===== config.mk =====
export PLATFORM = sky130hd
export DESIGN_NAME = mul_acc_collector
export DESIGN_NICKNAME = d
export VERILOG_FILES = /design/src/rtl/mul_pkg.sv /design/src/rtl/res_fifo.sv /design/src/rtl/mul_acc_collector.sv
export SDC_FILE = /design/constraint.sdc
export NUM_CORES = 1
export LEC_CHECK = 0
export ABC_AREA = 1
export CAP_MARGIN = 20
export CORE_ASPECT_RATIO = 1.2
export CORE_UTILIZATION = 35
export DETAILED_ROUTE_END_ITERATION = 10
export GPL_ROUTABILITY_DRIVEN = 0
export PLACE_DENSITY_LB_ADDON = 0.08
export SKIP_CTS_REPAIR_TIMING = 1
export SLEW_MARGIN = 0
export SYNTH_ARGS = -nofsm -noshare
export SYNTH_HDL_FRONTEND = slang
export SYNTH_SLANG_ARGS = --single-unit

===== constraint.sdc =====
create_clock -name clk -period 11.2 [get_ports clk]
set_input_delay 2.24 -clock clk [delete_from_list [all_inputs] [get_ports clk]]
set_output_delay 2.24 -clock clk [all_outputs]
set_load 0.02 [all_outputs]

===== src/rtl/mul_pkg.sv =====
// Shared widths, FSM states and the result record for the multiplier collector.
// Optional overflow flag field is present when MUL_ACC_OVF_EN is defined.
package mul_pkg;
    localparam int PROD_W      = 128;
    localparam int GUARD_W     = 8;
    localparam int ACC_W       = PROD_W + GUARD_W;
    localparam int MUL_LAT_DEF = 5;
    localparam int BEATS_W     = 16;

    typedef enum logic {
        ST_IDLE  = 1'b0,
        ST_ACCUM = 1'b1
    } acc_state_t;

    typedef struct packed {
        logic [ACC_W-1:0]   sum;
        logic [BEATS_W-1:0] beats;
`ifdef MUL_ACC_OVF_EN
        logic               ovf;
`endif
    } result_t;

    localparam int RES_W = $bits(result_t);
endpackage


===== src/rtl/res_fifo.sv =====
// Generic synchronous FIFO with full/empty flags and occupancy count.
// A push while full is taken only when a pop happens in the same cycle.
module res_fifo #(
    parameter int WIDTH = 8,
    parameter int DEPTH = 2
) (
    input  logic                       clk,
    input  logic                       reset,
    input  logic                       i_push,
    input  logic [WIDTH-1:0]           i_data,
    input  logic                       i_pop,
    output logic [WIDTH-1:0]           o_data,
    output logic                       o_full,
    output logic                       o_empty,
    output logic [$clog2(DEPTH+1)-1:0] o_count
);
    localparam int PTR_W = (DEPTH > 1) ? $clog2(DEPTH) : 1;
    localparam int CNT_W = $clog2(DEPTH+1);

    logic [WIDTH-1:0] r_mem [DEPTH];
    logic [PTR_W-1:0] r_wr_ptr;
    logic [PTR_W-1:0] r_rd_ptr;
    logic [CNT_W-1:0] r_count;
    logic             w_do_push;
    logic             w_do_pop;

    assign o_full    = (r_count == CNT_W'(DEPTH));
    assign o_empty   = (r_count == '0);
    assign o_count   = r_count;
    assign o_data    = r_mem[r_rd_ptr];
    assign w_do_pop  = i_pop & ~o_empty;
    assign w_do_push = i_push & (~o_full | w_do_pop);

    function automatic logic [PTR_W-1:0] ptr_inc(input logic [PTR_W-1:0] p);
        return (p == PTR_W'(DEPTH-1)) ? '0 : p + 1'b1;
    endfunction

    always_ff @(posedge clk) begin
        if (reset) begin
            r_wr_ptr <= '0;
            r_rd_ptr <= '0;
            r_count  <= '0;
            for (int i = 0; i < DEPTH; i++) r_mem[i] <= '0;
        end else begin
            if (w_do_push) begin
                r_mem[r_wr_ptr] <= i_data;
                r_wr_ptr        <= ptr_inc(r_wr_ptr);
            end
            if (w_do_pop) r_rd_ptr <= ptr_inc(r_rd_ptr);
            if (w_do_push & ~w_do_pop)      r_count <= r_count + 1'b1;
            else if (w_do_pop & ~w_do_push) r_count <= r_count - 1'b1;
        end
    end
endmodule


===== src/rtl/mul_acc_collector.sv =====
// Collects framed multiplier products into wide sums, behind a credit-throttled result FIFO.
// Define MUL_ACC_OVF_EN to add the per-frame sticky carry-out flag out_ovf.
module mul_acc_collector
    import mul_pkg::*;
#(
    parameter int MUL_LAT   = MUL_LAT_DEF,
    parameter int OUT_DEPTH = 2
) (
    input  logic               clk,
    input  logic               reset,
    input  logic               issue,
    input  logic               issue_last,
    output logic               issue_ready,
    input  logic [PROD_W-1:0]  prod,
    output logic               out_valid,
    input  logic               out_ready,
    output logic [ACC_W-1:0]   out_sum,
    output logic [BEATS_W-1:0] out_beats
`ifdef MUL_ACC_OVF_EN
    ,
    output logic               out_ovf
`endif
);
    localparam int CRED_W = $clog2(OUT_DEPTH+1);

    logic [MUL_LAT-1:0] r_vld_pipe;
    logic [MUL_LAT-1:0] r_last_pipe;
    logic [CRED_W-1:0]  r_outstanding;
    acc_state_t         r_state;
    acc_state_t         w_state_nxt;
    logic [ACC_W-1:0]   r_acc;
    logic [BEATS_W-1:0] r_beats;
    logic [ACC_W-1:0]   w_base;
    logic [ACC_W-1:0]   w_sum_nxt;
    logic [BEATS_W-1:0] w_beats_nxt;
    logic               w_acc_beat;
    logic               w_d_vld;
    logic               w_d_last;
    logic               w_push;
    logic               w_pop;
    logic               w_empty;
    logic               w_full;
    logic [CRED_W-1:0]  w_count;
    logic               w_unused;
    result_t            w_push_rec;
    result_t            w_head;
`ifdef MUL_ACC_OVF_EN
    logic               r_ovf;
    logic               w_ovf_nxt;
    logic [ACC_W:0]     w_add;
`endif

    assign issue_ready = (r_outstanding < CRED_W'(OUT_DEPTH));
    assign w_acc_beat  = issue & issue_ready;
    assign w_d_vld     = r_vld_pipe[MUL_LAT-1];
    assign w_d_last    = r_last_pipe[MUL_LAT-1];
    assign w_pop       = out_valid & out_ready;

    // Valid/last ride alongside the operands so the tap lines up with prod.
    always_ff @(posedge clk) begin
        if (reset) begin
            r_vld_pipe  <= '0;
            r_last_pipe <= '0;
        end else begin
            r_vld_pipe[0]  <= w_acc_beat;
            r_last_pipe[0] <= w_acc_beat & issue_last;
            for (int k = 1; k < MUL_LAT; k++) begin
                r_vld_pipe[k]  <= r_vld_pipe[k-1];
                r_last_pipe[k] <= r_last_pipe[k-1];
            end
        end
    end

    always_ff @(posedge clk) begin
        if (reset) r_state <= ST_IDLE;
        else       r_state <= w_state_nxt;
    end

    always_comb begin
        w_state_nxt = r_state;
        case (r_state)
            ST_IDLE:  if (w_d_vld && !w_d_last) w_state_nxt = ST_ACCUM;
            ST_ACCUM: if (w_d_vld && w_d_last)  w_state_nxt = ST_IDLE;
            default:  w_state_nxt = ST_IDLE;
        endcase
    end

    // IDLE starts a fresh frame from zero, so the same adder serves both states.
    always_comb begin
        w_base      = (r_state == ST_ACCUM) ? r_acc : '0;
        w_beats_nxt = (r_state == ST_ACCUM) ? r_beats + 1'b1 : BEATS_W'(1);
`ifdef MUL_ACC_OVF_EN
        w_add       = {1'b0, w_base} + (ACC_W+1)'(prod);
        w_sum_nxt   = w_add[ACC_W-1:0];
        w_ovf_nxt   = ((r_state == ST_ACCUM) & r_ovf) | w_add[ACC_W];
`else
        w_sum_nxt   = w_base + ACC_W'(prod);
`endif
        w_push           = w_d_vld & w_d_last;
        w_push_rec       = '0;
        w_push_rec.sum   = w_sum_nxt;
        w_push_rec.beats = w_beats_nxt;
`ifdef MUL_ACC_OVF_EN
        w_push_rec.ovf   = w_ovf_nxt;
`endif
    end

    always_ff @(posedge clk) begin
        if (reset) begin
            r_acc   <= '0;
            r_beats <= '0;
`ifdef MUL_ACC_OVF_EN
            r_ovf   <= 1'b0;
`endif
        end else if (w_d_vld) begin
            r_acc   <= w_sum_nxt;
            r_beats <= w_beats_nxt;
`ifdef MUL_ACC_OVF_EN
            r_ovf   <= w_ovf_nxt;
`endif
        end
    end

    always_ff @(posedge clk) begin
        if (reset) begin
            r_outstanding <= '0;
        end else begin
            case ({w_acc_beat & issue_last, w_pop})
                2'b10:   r_outstanding <= r_outstanding + 1'b1;
                2'b01:   r_outstanding <= r_outstanding - 1'b1;
                default: r_outstanding <= r_outstanding;
            endcase
        end
    end

    res_fifo #(
        .WIDTH (RES_W),
        .DEPTH (OUT_DEPTH)
    ) u_res_fifo (
        .clk     (clk),
        .reset   (reset),
        .i_push  (w_push),
        .i_data  (w_push_rec),
        .i_pop   (w_pop),
        .o_data  (w_head),
        .o_full  (w_full),
        .o_empty (w_empty),
        .o_count (w_count)
    );

    assign w_unused  = ^{w_full, w_count};
    assign out_valid = ~w_empty;
    assign out_sum   = w_head.sum;
    assign out_beats = w_head.beats;
`ifdef MUL_ACC_OVF_EN
    assign out_ovf   = w_head.ovf;
`endif
endmodule

==> flow_summary_export.csv, run 1 <==
group,metric,value,unit
outcome,status,"finished clean",
synthesis,synth_top_area_frac,0.270,
synthesis,syn_inst,4968,
synthesis,synth.distinct_cells,42,
critical_path,critPathMaxFanout,61,
detailed_routing,firstDrtPassIters,5,
finish,finalNetCount,5476,
synthesis,ys_ff_latch,474,
critical_path,worstSetupPathType,"reg -> out",
finish,area_delta_synth_final,17.9,%
clocking,clock-root-buffer,"clkbuf_16",
hold_path,min_path_type,"reg -> reg",
floorplanning,start_util,0.354,
sta,setup_viol,0,
sta,tns,0,ns
sta,finalHoldWorstSlack,0.402,ns
synthesis,synth_edf_count,304,
job,drv_cap,0,
finish,fin_cells,6516,
grt,grt_max_degree,100,
detailed_routing,wire_per_inst,19.0,µm
critical_path,cp.required,8.96,ns
finish,layout-drive-gt1-share,0.0847,
floorplanning,io_pins,287,
synthesis,synth_area_leaders,"edfxtp_1 27%, nand2_1 16%, inv_1 11%, dfxtp_1 10%, nor2_1 8.5%",
synthesis,synth_async_sr_flop_share,0,
synthesis,synth_nets,5233,
floorplanning,die_w,286,µm
power_and_ir_drop,power,0.00433,W
grt,antenna_found_initial,0,
clocking,cts_tree,"yes",
finish,antennaDiodeCount,0,
finish,fillers,10500,
clocking,cts_buffer_depth,3,
power_and_ir_drop,ir_drop,0.0969,mV
finish,area.sequential,12500,µm²
clocking,clock_latency,0.63,ns
sta,fin_crit,5.45,ns
detailed_routing,ant_nets,0,
clocking,cts.sinks,474,
sta,slew_headroom,0.344,
grt,grt_pass1_wl,180000,µm
floorplanning,core,95400,µm²
clocking,h-tree-depth,2,
detailed_routing,num_vias,30700,
finish,multiInputGateArea,17000,µm²
clocking,path_clk_slew,0.06,ns
power_and_ir_drop,power_leakage,19.4,nW
critical_path,cp-start-kind,"flip-flop",
grt,grt.overflow.total,0,
synthesis,synth.avg_cell_area,6.80,µm²
floorplanning,num_rows,124,
synthesis,syn_area,33800,µm²
detailed_routing,viasPerCell,4.71,
floorplanning,die_y,342,µm
placed_design,io_buffers,286,
placed_design,place_inst,6414,
synthesis,dominantRegCellSynth,"edfxtp_1",
grt,grt_pass1_vias,29500,
placed_design,hpwl,99600,µm
synthesis,synth_top_area_cell,"edfxtp_1",
clocking,cts_made_buffers,54,
sta,min_period_over_period,0.487,
detailed_routing,totalWireLength,123000,µm
sta,timing.fmax,183,MHz
critical_path,crit_arrival,3.21,ns
floorplanning,dieArea,97800,µm²
sta,drv_slew,0,
synthesis,ys_seq_area_frac,0.371,
detailed_routing,drt-initial-drc-count,2003,
sta,tightest_slew,0.984,ns
sta,rsz0062_at_grt,"false",
power_and_ir_drop,power_density,109,nW/µm²
synthesis,yosys_warnings,0,
critical_path,cp-end-kind,"primary output",
grt,grt.total_usage,0.248,
sta,finClkSkew,0.0265,ns
detailed_routing,drcViolationCount,0,
sta,hold_viol,0,
-- worst paths after layout --
kind | startpoint | end | slack, ns | cells after the start
min reg2reg | r_vld_pipe[1] | r_vld_pipe[2] | 0.40 | 2
min | r_vld_pipe[1] | r_vld_pipe[2] | 0.40 | 2
max reg2reg | flip-flop | u_res_fifo.r_mem[0][104] | 5.90 | 18
max | flip-flop | out_sum[134] | 5.75 | 3
-- sequential cells by signal, indices dropped and copies added, names as in the netlist, named ones only --
name	count
r_outstanding	2
u_res_fifo.r_wr_ptr	1
u_res_fifo.o_count	2
u_res_fifo.r_mem	304
r_acc	136
u_res_fifo.r_rd_ptr	1
r_last_pipe	5
r_beats	16
r_vld_pipe	5
-- layout make-up --
class                           count  share of cell area
Clock buffer                       70              0.0365
Timing Repair Buffer              304              0.0760
Inverter                         1018              0.0959
Clock inverter                     31             0.00999
Tap cell                         1260              0.0396
Sequential cell                   474               0.315
Multi-Input combinational cell   3359               0.427
-- Yosys cell counts (5+ instances only) --
| library cell | count |
|---|---|
| a21o_1 | 16 |
| a21oi_1 | 213 |
| and2_1 | 62 |
| and2_4 | 7 |
| buf_1 | 12 |
| buf_2 | 8 |
| clkbuf_1 | 96 |
| dfxtp_1 | 170 |
| edfxtp_1 | 304 |
| ha_1 | 131 |
| inv_1 | 977 |
| inv_2 | 39 |
| mux2_2 | 152 |
| nand2_1 | 1397 |
| nand2_2 | 44 |
| nand3_1 | 183 |
| nand3_2 | 11 |
| nand4_1 | 6 |
| nor2_1 | 761 |
| nor2_2 | 53 |
| nor2_4 | 5 |
| nor3_1 | 12 |
| nor3_2 | 16 |
| o211ai_1 | 40 |
| o21ai_0 | 143 |
| o21bai_1 | 10 |
| xnor2_1 | 56 |
| xor2_1 | 14 |
-- through the flow --
stage	setup slack [ns]	cell area [µm²]	util
after global placement	5.31	37900	0.398
after global routing	5.59	39800	0.417
after detailed placement	5.31	37900	0.398
after floorplan	4.34	33800	-
final	5.75	39800	0.417
after CTS	5.65	39800	0.417
-- cell usage in the layout, fill, tap and decap left out, types with 5 or more instances in the layout --
cell type,synthesis,layout
nor2_1,761,761
clkbuf_1,96,13
ha_1,131,131
xnor2_1,56,56
o21bai_1,10,10
nor3_2,16,16
mux2_2,152,152
clkbuf_16,0,55
nand2_1,1397,1394
and2_4,7,7
nor2_4,5,5
o211ai_1,40,40
nor2_2,53,53
clkdlybuf4s50_1,0,285
nand2_2,44,44
nand3_1,183,182
bufinv_16,0,9
nand4_1,6,6
inv_1,977,977
buf_4,1,17
xor2_1,14,14
inv_2,39,39
nand3_2,11,11
clkinv_2,0,8
nor3_1,12,12
clkinv_1,2,8
dfxtp_1,170,167
a21oi_1,213,213
and2_1,62,62
edfxtp_1,304,304
o21ai_0,143,143
a21o_1,16,16
-- power by group --
part	switching (W)	total [W]	internal [W]	leakage [nW]
combinational	0.000312	0.000541	0.000229	14.0
clock	0.000746	0.00187	0.00112	0.902
sequential	0.0000210	0.00192	0.00190	4.51
-- kinds of logic after synthesis --
kind of cell             count (synthesis)  share of synthesized area
multiplexers                           152                     0.0507
buffers and inverters                 1135                      0.127
flip-flops                             474                      0.371
adder cells (fa/ha/maj)                132                     0.0491
XOR/XNOR                                70                     0.0182
AND/OR/NAND/NOR                       2574                      0.315
AO/OA/AOI/OAI                          431                     0.0692
-- critical path: stages (launching register included) --
cell,delay (ns)
dfxtp_4,0.70
buf_4,0.77
mux2_2,0.45
clkdlybuf4s50_1,0.55
-- layer usage --
layer  part of all wire  global-route usage  up-vias
met5                  0                   0        -
met4              0.052               0.123        0
met3              0.039              0.0247      214
met2               0.52               0.462      721
met1               0.39               0.279    14000
li1                   -                   -    15700
No activity file was read; power rests on OpenSTA's default activity.
==> inputs of run 2 (changes only) <==
Clock period 11.2 ns to 5.6 ns, I/O delays scaled along.
==> run 2 against run 1 <==
Against the previous run: count of clock-buffer cells in the layout is 3 higher; global-route usage up 1.2 points; utilization increased by 0.17 points; critical path depth rose by 14; routed wire length increased by 4.2%; largest cell class unchanged; clock power up 100%; sequential power increased by 100%; highest routed layer unchanged; clock skew decreased by 0.0017 ns; worst hold slack hardly changed; non-clock buffer count is 5 higher; final area increased by 0.40%.
==> flow_summary_export.csv, run 2 (same netlist as run 1, synthesis figures left out) <==
group,metric,value,unit
grt,grt_pass1_wl,188000,µm
critical_path,crit_arrival,4.49,ns
floorplanning,dieArea,97800,µm²
finish,area_delta_synth_final,18.4,%
critical_path,cp-start-kind,"flip-flop",
detailed_routing,ant_nets,0,
finish,final_cell_mix,"1394 x nand2_1, 977 x inv_1, 761 x nor2_1",
sta,min_period_over_period,0.737,
placed_design,io_buffers,286,
sta,tns,0,ns
detailed_routing,viasPerCell,4.77,
sta,setup_viol,0,
clocking,path_clk_slew,0.06,ns
placed_design,hpwl,102000,µm
finish,layout_commonest_cell,"nand2_1",
grt,grt.overflow.total,0,
grt,grt.total_usage,0.260,
floorplanning,die_y,342,µm
grt,grt_max_degree,165,
floorplanning,die_w,286,µm
floorplanning,num_rows,124,
grt,grt_pass1_vias,30000,
sta,finClkSkew,0.0248,ns
finish,largest_register,"u_res_fifo.r_mem",
clocking,clock_latency,0.65,ns
clocking,cts_buffer_depth,3,
finish,layout-drive-gt1-share,0.0859,
detailed_routing,wire_per_inst,19.7,µm
detailed_routing,firstDrtPassIters,5,
finish,post-route-util,0.419,
critical_path,worstSetupPathType,"reg -> reg",
clocking,cts_tree,"yes",
power_and_ir_drop,ir_drop,0.224,mV
finish,finalNetCount,5482,
clocking,clock-root-buffer,"clkbuf_16",
job,drv_cap,0,
floorplanning,io_pins,287,
power_and_ir_drop,power_density,219,nW/µm²
clocking,cts.sinks,474,
critical_path,cp-end-kind,"flip-flop",
floorplanning,core,95400,µm²
sta,slew_headroom,0.338,
critical_path,cp.required,5.96,ns
sta,rsz0062_at_grt,"false",
detailed_routing,num_vias,31100,
sta,finalHoldWorstSlack,0.403,ns
sta,drv_slew,0,
sta,fin_crit,4.13,ns
sta,tightest_slew,0.993,ns
critical_path,critPathMaxFanout,39,
placed_design,place_area,38100,µm²
floorplanning,start_util,0.354,
detailed_routing,totalWireLength,129000,µm
grt,antenna_found_initial,0,
finish,antennaDiodeCount,0,
clocking,cts_made_buffers,55,
sta,hold_viol,0,
detailed_routing,drcViolationCount,0,
hold_path,min_path_type,"reg -> reg",
power_and_ir_drop,power,0.00876,W
outcome,status,"finished clean",
finish,design_area,40000,µm²
clocking,h-tree-depth,2,
finish,reg_top3,"u_res_fifo.r_mem: 304 flops, r_acc: 136 flops, r_beats: 16 flops",
finish,largest_reg_flops,304,
detailed_routing,drt-initial-drc-count,1993,
power_and_ir_drop,power_leakage,19.5,nW
sta,timing.fmax,242,MHz
[run 2: changes by cell type in the layout (fill, tap and decap cells not counted), moves of 2 or more]
cell        change
inv_6           -3
clkbuf_1        +2
nand2_8         +2
clkinv_8        +2
clkinvlp_4      +3
nand2_4         -2
buf_12          +7
[run 2: power by group]
part           internal (W)  switching (W)  total, W
Combinational      0.000467       0.000641   0.00111
Sequential          0.00380      0.0000449   0.00385
Clock               0.00223        0.00157   0.00380
[run 2: metrics by stage]
step	instances	worst slack (ns)
2_1_floorplan	4968	1.37
3_3_place_gp	6420	0.936
3_5_place_dp	6420	0.946
4_1_cts	6524	1.43
5_1_grt	6524	1.17
6_report	6524	1.47
[run 2: layout make-up]
type | instances | area (µm²)
Multi-Input combinational cell | 3359 | 17000
Sequential cell | 474 | 12500
Inverter | 1018 | 3820
Fill cell | 10200 | 55400
Tap cell | 1260 | 1580
Clock buffer | 73 | 1470
Clock inverter | 31 | 413
Timing Repair Buffer | 309 | 3130
[run 2: worst paths after layout]
path	slack, ns	cells past startpoint	startpoint	end
worst max-delay path	1.47	17	flip-flop	u_res_fifo.r_mem[0][125]
worst min-delay path	0.40	2	r_vld_pipe[0]	r_vld_pipe[1]
worst max register to register	1.47	17	flip-flop	u_res_fifo.r_mem[0][125]
worst min register to register	0.40	2	r_vld_pipe[0]	r_vld_pipe[1]
[run 2: routing by layer]
metal  wire (µm)  vias up  GRT usage  part of all wire
li1            -    15800          -                 -
met1       49900    14300      0.291              0.39
met2       65100      825      0.474              0.51
met3        5730      268     0.0302             0.044
met4        8020        0      0.145             0.062
met5           0        -          0                 0
[run 2: critical path, cell delays in order, from the launching register on]
cell and delay (ns):
dfxtp_4 0.71, buf_4 0.47, nand2_1 0.09, inv_1 0.12, ha_1 0.32, a21oi_1 0.27, o21ai_0 0.18, inv_1 0.09
nand2_1 0.17, inv_1 0.09, nand2_1 0.09, inv_1 0.06, nand2_1 0.05, a21oi_1 0.67, nand2_1 0.11, nand2_1 0.11
and2_1 0.17, nor2_1 0.05
==> inputs of run 3 (changes only) <==
Clock period 5.6 ns to 3.7 ns, I/O delays scaled along.
==> run 3 against run 2 <==
Against the previous run: clock power up 42%; routed wire length up 0.88%; sequential share of layout area down 2.4 points; critical path depth up 3; critical path type unchanged.
==> flow_summary_export.csv, run 3 (same netlist as run 1, synthesis figures left out) <==
group,metric,value,unit
sta,postLayoutSetupSlackWorst,0.170,ns
finish,layout_commonest_cell,"nand2_1",
sta,setup_viol,0,
grt,grt_use_met1,0.293,
floorplanning,die_y,342,µm
clocking,cts.sinks,474,
sta,timing.fmax,283,MHz
grt,grt_pass1_vias,31600,
power_and_ir_drop,ir_drop,0.290,mV
critical_path,cp-end-kind,"flip-flop",
detailed_routing,drcViolationCount,0,
grt,grt.total_usage,0.262,
detailed_routing,wire_per_inst,18.7,µm
power_and_ir_drop,p_comb_frac,0.140,
floorplanning,core,95400,µm²
critical_path,worstSetupPathType,"reg -> reg",
detailed_routing,drt-initial-drc-count,1991,
clocking,clock_latency,0.63,ns
grt,grt.overflow.total,0,
clocking,cts_buffer_depth,3,
power_and_ir_drop,p_seq_frac,0.446,
job,drv_cap,0,
placed_design,dp_slack,-0.344,ns
critical_path,cp-start-kind,"flip-flop",
critical_path,crit_arrival,3.89,ns
critical_path,critPathMaxFanout,55,
detailed_routing,ant_nets,0,
detailed_routing,firstDrtPassIters,6,
finish,largest_register,"u_res_fifo.r_mem",
grt,grt_use_met2,0.485,
grt,antenna_found_initial,1,
clocking,cts_tree,"yes",
floorplanning,io_pins,287,
outcome,status,"finished clean",
sta,slew_headroom,0.341,
finish,finalNetCount,5909,
floorplanning,start_util,0.354,
placed_design,io_buffers,286,
detailed_routing,viasPerCell,4.66,
sta,hold_viol,0,
finish,largest_reg_flops,304,
power_and_ir_drop,netSwitchingPower,0.00335,W
power_and_ir_drop,power_density,301,nW/µm²
hold_path,min_path_type,"reg -> reg",
power_and_ir_drop,power_leakage,21.6,nW
floorplanning,num_rows,124,
grt,grt_max_degree,175,
clocking,h-tree-depth,2,
clocking,cts_made_buffers,54,
floorplanning,die_w,286,µm
power_and_ir_drop,power,0.0130,W
finish,area_delta_synth_final,28.0,%
sta,fin_crit,3.53,ns
grt,grt_pass1_wl,190000,µm
grt,met3_usage,0.0282,
power_and_ir_drop,intPower,0.00966,W
clocking,clock-root-buffer,"clkbuf_16",
floorplanning,dieArea,97800,µm²
finish,final_cell_mix,"1394 x nand2_1, 977 x inv_1, 761 x nor2_1",
finish,layout-drive-gt1-share,0.154,
placed_design,hpwl,105000,µm
detailed_routing,num_vias,32400,
power_and_ir_drop,p_clk_frac,0.414,
finish,antennaDiodeCount,0,
placed_design,place_area,41500,µm²
finish,design_area,43200,µm²
power_and_ir_drop,p_sw_frac,0.257,
sta,finClkSkew,0.0283,ns
detailed_routing,totalWireLength,130000,µm
sta,min_period_over_period,0.954,
finish,reg_top3,"u_res_fifo.r_mem: 304 flops, r_acc: 136 flops, r_beats: 16 flops",
sta,drv_slew,0,
critical_path,cp.required,4.06,ns
grt,busiest_layer,"met2",
clocking,path_clk_slew,0.06,ns
sta,tightest_slew,0.989,ns
sta,rsz0062_at_grt,"false",
run 3: layer usage:
layer,share of wire,vias up
li1,-,16600
met1,0.39,14700
met2,0.51,788
met3,0.040,259
met4,0.059,0
met5,0,-
run 3: critical path, stage by stage, from the launching register on:
cell and delay [ns]:
dfxtp_4 0.40, buf_12 0.26, nand2_1 0.09, inv_1 0.06, ha_1 0.27, nand2_1 0.09, inv_1 0.07, a21oi_1 0.32
o21ai_0 0.19, buf_4 0.18, inv_1 0.04, nand2_1 0.11, buf_4 0.17, nand2_1 0.05, nand2_1 0.08, a21oi_1 0.36
buf_4 0.19, nand2_1 0.04, nand2_1 0.07, and2_1 0.15, nor2_1 0.04
run 3: final timing paths:
path | startpoint | endpoint | slack, ns | cells after the start
hold reg to reg | r_vld_pipe[3] | r_vld_pipe[4] | 0.40 | 2
setup / recovery | flip-flop | u_res_fifo.r_mem[0][122] | 0.17 | 20
setup reg to reg | flip-flop | u_res_fifo.r_mem[0][122] | 0.17 | 20
hold / removal | r_vld_pipe[3] | r_vld_pipe[4] | 0.40 | 2
run 3: metrics by stage:
stage | setup TNS [ns] | hold WS (ns) | cells | util
global route | 0 | 0.415 | 6949 | 0.453
finish | 0 | 0.398 | 6949 | 0.453
floorplan | 0 | 0.388 | 4968 | -
global placement | -10.84 | 0.390 | 6846 | 0.435
detailed placement | -11.26 | 0.390 | 6846 | 0.435
CTS | 0 | 0.401 | 6947 | 0.453
run 3: area by class of cell:
class / instances / area (µm²)
inverter: 1018 / 3820
multi-input combinational: 3359 / 17000
clock buffer: 79 / 1570
clock inverter: 22 / 180
timing repair buffer: 737 / 6520
tap: 1260 / 1580
sequential: 474 / 12500
fill: 10100 / 52200
run 3: power by group through the flow:
stage               Clock, W  Combinational, W  Sequential, W
floorplan                  0          0.000931        0.00590
global placement           0           0.00186        0.00591
detailed placement         0           0.00185        0.00591
CTS                  0.00552           0.00186        0.00580
global route         0.00569           0.00196        0.00581
finish               0.00538           0.00183        0.00580
